File: src/rtl/aes_round_ctrl.sv
// aes_round_ctrl: AES-128 round sequencer driving the registered stage-result multiplexer
module aes_round_ctrl #(
    parameter int MUX_LAT = 2
) (
    input  logic         Clk,
    input  logic         Rst,
    input  logic         start,
    input  logic [127:0] plaintext,
    input  logic [127:0] res,
    output logic [3:0]   res_sel,
    output logic [127:0] state_out,
    output logic [3:0]   round_num,
    output logic         busy,
    output logic         done,
    output logic [127:0] ciphertext
);

    typedef enum logic [1:0] {IDLE, RUN, DONE} fsm_e;
    // Op encoding order makes the one-hot select a plain right shift of 4'b1000.
    typedef enum logic [1:0] {OP_ARK, OP_SBT, OP_SHR, OP_MXC} op_e;

    fsm_e         fsm_q, fsm_d;
    op_e          op_q, op_d;
    logic [127:0] st_q, st_d;
    logic [127:0] ct_q, ct_d;
    logic [3:0]   rnd_q, rnd_d;
    logic [2:0]   wait_q, wait_d;

    // Next-state logic: accept in IDLE, wait out the mux latency per step, then capture and advance.
    always_comb begin
        fsm_d  = fsm_q;
        op_d   = op_q;
        st_d   = st_q;
        ct_d   = ct_q;
        rnd_d  = rnd_q;
        wait_d = wait_q;
        case (fsm_q)
            IDLE: begin
                if (start) begin
                    fsm_d  = RUN;
                    st_d   = plaintext;
                    rnd_d  = 4'd0;
                    op_d   = OP_ARK;
                    wait_d = 3'd0;
                end
            end
            RUN: begin
                if (wait_q < 3'(MUX_LAT)) begin
                    wait_d = wait_q + 3'd1;
                end else begin
                    wait_d = 3'd0;
                    st_d   = res;
                    case (op_q)
                        OP_ARK: begin
                            if (rnd_q == 4'd10) begin
                                ct_d  = res;
                                fsm_d = DONE;
                            end else begin
                                rnd_d = rnd_q + 4'd1;
                                op_d  = OP_SBT;
                            end
                        end
                        OP_SBT:  op_d = OP_SHR;
                        OP_SHR:  op_d = (rnd_q == 4'd10) ? OP_ARK : OP_MXC;
                        default: op_d = OP_ARK;
                    endcase
                end
            end
            DONE:    fsm_d = IDLE;
            default: fsm_d = IDLE;
        endcase
    end

    // State register with asynchronous clear of every output-visible flop.
    always_ff @(posedge Clk or posedge Rst) begin
        if (Rst) begin
            fsm_q  <= IDLE;
            op_q   <= OP_ARK;
            st_q   <= '0;
            ct_q   <= '0;
            rnd_q  <= 4'd0;
            wait_q <= 3'd0;
        end else begin
            fsm_q  <= fsm_d;
            op_q   <= op_d;
            st_q   <= st_d;
            ct_q   <= ct_d;
            rnd_q  <= rnd_d;
            wait_q <= wait_d;
        end
    end

    // Outputs decode purely from registered state so they stay stable for a whole step.
    always_comb begin
        busy       = (fsm_q == RUN);
        done       = (fsm_q == DONE);
        res_sel    = busy ? (4'b1000 >> op_q) : 4'b0000;
        state_out  = st_q;
        round_num  = rnd_q;
        ciphertext = ct_q;
    end

endmodule

File: config.mk
export PLATFORM = sky130hd
export DESIGN_NAME = aes_round_ctrl
export DESIGN_NICKNAME = d
export VERILOG_FILES = /design/src/rtl/aes_round_ctrl.sv
export SDC_FILE = /design/constraint.sdc
export NUM_CORES = 1
export LEC_CHECK = 0
export CORE_AREA = 4 4 202 204
export CTS_CLUSTER_DIAMETER = 30
export DETAILED_ROUTE_END_ITERATION = 16
export DIE_AREA = 0 0 206 208
export GPL_ROUTABILITY_DRIVEN = 0
export GPL_TIMING_DRIVEN = 0
export SYNTH_ARGS = -nofsm -noshare
export SYNTH_HDL_FRONTEND = slang
export SYNTH_SLANG_ARGS = --single-unit
File: constraint.sdc
create_clock -name Clk -period 26.8 [get_ports Clk]
set_clock_uncertainty 0.05 [all_clocks]
set_input_delay 8.04 -clock Clk [delete_from_list [all_inputs] [get_ports Clk]]
set_output_delay 8.04 -clock Clk [all_outputs]
set_load 0.01 [all_outputs]
== Word-level counts from Yosys, hierarchy flattened ==
Cells that the tools add are included.
Storage, ports and cells
  flip-flop bits (word level): 267
  input port bits: 259
  word-level logic and storage cells: 54
Operators by class
  $add $sub $neg: 2
  magnitude comparators: 1
  eq/ne operators: 11
  shifts and indexed selects: 1
  muxes and demuxes: 23
  bitwise gates (word level): 1
  reduce and logical (&&, ||, !) cells: 9
Operator list (count)
  128-bit two-way mux: 2
  128-bit one-hot mux with 2 select lines: 1
  4-bit two-way mux: 5
  2-bit two-way mux: 8
  4-bit AND reduction: 3
  2-bit one-hot mux with 2 select lines: 2
  4-bit one-hot mux with 2 select lines: 1
  3-bit two-way mux: 2
  2-bit != test (second input constant): 3
  2-bit one-hot mux with 3 select lines: 1
  3-bit one-hot mux with 2 select lines: 1
  5-bit AND reduction: 1
  4-bit by 1-bit adder with 4-bit output (second input constant): 1
  2-bit by 1-bit equality test with 1-bit output (second input constant): 2
  2-bit equality test (second input constant): 2
  4-bit equality test (second input constant): 1
  2-bit logical NOT: 2
  2-bit by 1-bit != test with 1-bit output (second input constant): 2
  4-bit by 2-bit >> shifter with 4-bit output (first input constant): 1
  3-bit by 1-bit adder with 3-bit output (second input constant): 1
  3-bit by 2-bit < comparator with 1-bit output (second input constant): 1
  3-bit != test (second input constant): 1
  3-bit AND reduction: 1
  2-bit AND reduction: 1
  2 further kinds: 2

== Depth between registers and ports, before layout ==
  depth in word-level cells: 5
  gate-level depth with buffers: 8

== Worst setup path before layout ==
OpenSTA, ideal clock, no wires.
  kind: flip-flop to output port
  start point: register fsm_q[1]
  end point: output res_sel[0]
  data arrival time: 1.307 ns
  required time: 18.710 ns
  setup slack: 17.403 ns
  cell stages (with the launch flop): 7
  path buffers: 3
  path through: dfrtp_1 nand2b_1 buf_2 inv_2 buf_4 buf_2 and3_1
On the way
  cells in the longest elaborated chain, start to end: 2
Ends and longest elaborated chain
  from (decl): line 22  | fsm_e fsm_q, fsm_d;
  from (signal assigned): line 84  | fsm_q <= fsm_d;
  2-bit by 1-bit equality test with 1-bit output: line 95  | busy = (fsm_q == RUN);
  named net busy: line 13  | output logic busy,
  4-bit two-way mux: line 97  | res_sel = busy ? (4'b1000 >> op_q) : 4'b0000;
  to (decl): line 10  | output logic [3:0] res_sel,
The timed path passes the listed nets, and every way through them passes these cells.

== Worst setup path in the final report ==
  start point: register fsm_q[1]
  end point: output res_sel[0]
On the way
  cells in the longest elaborated chain, start to end: 2
Ends and longest elaborated chain (line)
  2-bit by 1-bit equality test with 1-bit output: 95
  4-bit two-way mux: 97
Every way passes these cells.

==> summary.txt <==
Status
  • Status: completed

Placement
  • Input/output buffers: between 500 and 600
  • Detailed placement HPWL: approximately 32 mm

Setup path
  • Worst Setup Path Type: flip-flop to primary output
  • Origin of the critical flop-to-flop path: wait_q[2]
  • CP endpoint kind: primary output
  • Crit-path slowest cell: clkdlybuf4s50_1
  • Top cell by count, worst path: buf_2
  • Critical path, cell by cell: nand2b_1 > buf_2 > inv_2 > buf_4 > buf_2 > and3_1 > clkdlybuf4s50_1
  • Reg-to-reg setup timing slack: 24.42 ns
  • Critical path's top delay family: buffers and inverters
  • Worst Path Arrival: 2.67 ns
  • Worst path max stage delay: approximately 0.57 ns
  • CP max FO: 10
  • CP startpoint: fsm_q[1]
  • Nature of the critical path startpoint: flip-flop
  • Crit path buf inv count: 5
  • Req. time, crit path: ~19 ns

STA
  • Max-slew violations: 0
  • Final Hold Vio Count: 0
  • Worst-margin pin slew: around 0.61 ns
  • Final period util: 0.402
  • Unrepaired setup endpoints after global routing: false
  • Fmax: between 0.09 and 0.1 GHz
  • # setup viols final: 0
  • Final min period: 10.76 ns
  • Slew HR: 0.594
  • Setup_tns: 0 ns
  • Hold Slack: 0.419 ns

Route
  • Avg WL per Cell: between 20 and 25 um
  • Detailed-route DRC error count: 0
  • Pre-Repair DR Iteration Count: 4
  • Iteration-0 DRC Markers: 384
  • DR vias: 9,370
  • Vias per cell: ~4.5
  • Final ANT Viol Nets: 0
  • Routed wire length: between 40 and 50 mm

Global route
  • Initial antenna violation count: 0
  • First-pass GRT wire length: between 60 and 70 mm
  • Global route overflow: 0
  • Vias in the first global route: about 10,000
  • GRT Total Usage: 0.195
  • Largest net degree at the start of global routing: about 110

Clocking
  • Post-CTS Setup Bufs: 0
  • CTS tree: done
  • Root buffer cell: clkbuf_16
  • Inserted Clock Buffers: 76
  • Post_cts resized: 0
  • H-tree depth: 3
  • Max clock buf depth: 3
  • Worst skew pair latency: between 0.5 and 0.6 ns
  • Cts hold-fix bufs: 0
  • CTS Sinks: 267
  • Register clock-pin slew on the reported worst setup and hold paths: around 0.040 ns

Power
  • PwrDens: 126 mW/mm2
  • Worst vdd ir: about 0.073 mV
  • Leakage power: between 9 and 10 nW

Die
  • Initial Utilization: 0.299
  • Die H: ~210 um
  • Die W: about 210 um
  • Die Area: ~0.043 mm2
  • Core area: 0.0393 mm2
  • # rows: 73
  • I/O Pins: between 500 and 600

Synthesis
  • Syn Nets: ~1,200
  • Library cells used by synthesis: 37
  • Mean Syn Cell Area: ~13 um2
  • Mapped Cells: ~890
  • Seq cells post-synth: ~270
  • Post-Syn Area: 0.0118 mm2
  • Seq/Total Area, Yosys: 0.568
  • Syn. warnings: 0

Run
  • Maxcap violations: 0

Cells and area
  • Final #Nets: 1,759
  • Filler Cell Count: 3,474
  • Share of cells above drive strength 1: 0.193
  • N_diodes: 0
  • Synth-to-layout area growth: 72.1%

Worst hold path
  • HP Start: state_out[122]
  • Hold Path Class: flip-flop to flip-flop
==> metrics by stage <==
stage                     setup slack [ns]  total power [W]   util  std cells  instance area [um2]
final                                16.04          0.00256  0.515       2079                20200
after CTS                            15.98          0.00259  0.515       2079                20200
after global placement                7.35          0.00169  0.450       1942                17700
after global routing                 15.86          0.00270  0.515       2079                20200
after floorplan                      11.36          0.00113      -        893                11800
after detailed placement             16.42          0.00170  0.451       1944                17700
==> area by class of cell <==
type	instances	area, um2	area share
flip-flops and latches	267	6680	0.330
repair buffers	526	5300	0.262
multi-input cells	559	4570	0.226
clock buffers	115	2280	0.113
well taps	525	657	0.0325
plain buffers	61	490	0.0242
clock inverters	20	231	0.0114
inverters	6	30.0	0.00148
==> kinds of logic (layout without fill, tap and decap cells) <==
| logic type | after synthesis | after routing | synth area share |
|---|---|---|---|
| DFF | 267 | 267 | 0.568 |
| muxes | 256 | 256 | 0.263 |
| and+or+nand+nor | 155 | 155 | 0.0554 |
| AOI/OAI and AO/OA | 145 | 145 | 0.0663 |
| buffers and inverters | 67 | 728 | 0.0436 |
| adders and majority gates | 3 | 3 | 0.00319 |
==> synthesized netlist by cell type <==
cell type | instances | area share
dfrtp_1 | 267 | 0.57
nand2_1 | 133 | 0.042
o21ai_0 | 131 | 0.056
mux2i_1 | 128 | 0.11
mux2_4 | 100 | 0.13
mux2_2 | 28 | 0.027
buf_2 | 27 | 0.011
clkbuf_1 | 13 | 0.0041
buf_12 | 11 | 0.019
buf_4 | 7 | 0.0045
inv_1 | 5 | 0.0016
nor3_1 | 5 | 0.0021
and2_1 | 3 | 0.0016
buf_6 | 3 | 0.0029
ha_1 | 3 | 0.0032
o41ai_1 | 3 | 0.0022
a21o_1 | 2 | 0.0013
a22oi_1 | 2 | 0.0013
a32o_1 | 2 | 0.0017
and3_1 | 2 | 0.0011
nand2b_1 | 2 | 0.0011
a21oi_1 | 1 | 0.00043
a221oi_1 | 1 | 0.00074
a2bb2oi_1 | 1 | 0.00074
a31oi_1 | 1 | 0.00053
and3_4 | 1 | 0.00096
and3b_1 | 1 | 0.00074
inv_2 | 1 | 0.00032
nand3_1 | 1 | 0.00043
nand3b_4 | 1 | 0.0017
nand4_1 | 1 | 0.00053
nor2_1 | 1 | 0.00032
nor2b_1 | 1 | 0.00053
nor3_2 | 1 | 0.00085
nor4_1 | 1 | 0.00053
o21bai_4 | 1 | 0.0016
or3_1 | 1 | 0.00053
==> power breakdown <==
part / switching, W / internal (W)
combinational: 0.000453 / 0.000536
clock: 0.000254 / 0.000617
sequential: 0.000105 / 0.000592
==> registers in the layout, summed over array words and instances, names as in the netlist <==
signal / cells
ciphertext: 128
fsm_q: 2
wait_q: 3
state_out: 128
op_q: 2
round_num: 4
==> tightest hold or removal path, cell delays in order, from the launching register on <==
cell and delay (ns):
dfrtp_1 0.33, nand2_1 0.05, o21ai_0 0.06
==> layer usage <==
metal	global-route usage	wire, um	share of wire
met4	0.0615	944	0.022
met2	0.323	20900	0.49
met3	0.0708	3800	0.088
met1	0.236	17300	0.40
met5	0	0	0
==> worst paths after layout <==
path	cells past startpoint	end
max	7	res_sel[0]
min	2	state_out[122]
max reg2reg	7	round_num[3]
min reg2reg	2	state_out[122]
max in group asynchronous	3	ciphertext[2]
min in group asynchronous	2	ciphertext[60]
==> layout by cell type (no fill, tap or decap), drive strengths merged, types with 2 or more instances in the layout <==
| cell type | n |
|---|---|
| a21o | 2 |
| a22oi | 2 |
| a32o | 2 |
| and2 | 3 |
| and3 | 3 |
| buf | 50 |
| bufinv | 4 |
| clkbuf | 128 |
| clkdlybuf4s50 | 524 |
| clkinv | 10 |
| clkinvlp | 2 |
| dfrtp | 267 |
| ha | 3 |
| inv | 10 |
| mux2 | 128 |
| mux2i | 128 |
| nand2 | 133 |
| nand2b | 2 |
| nor3 | 6 |
| o21ai | 131 |
| o41ai | 3 |
No activity file was read; power rests on OpenSTA's default activity.
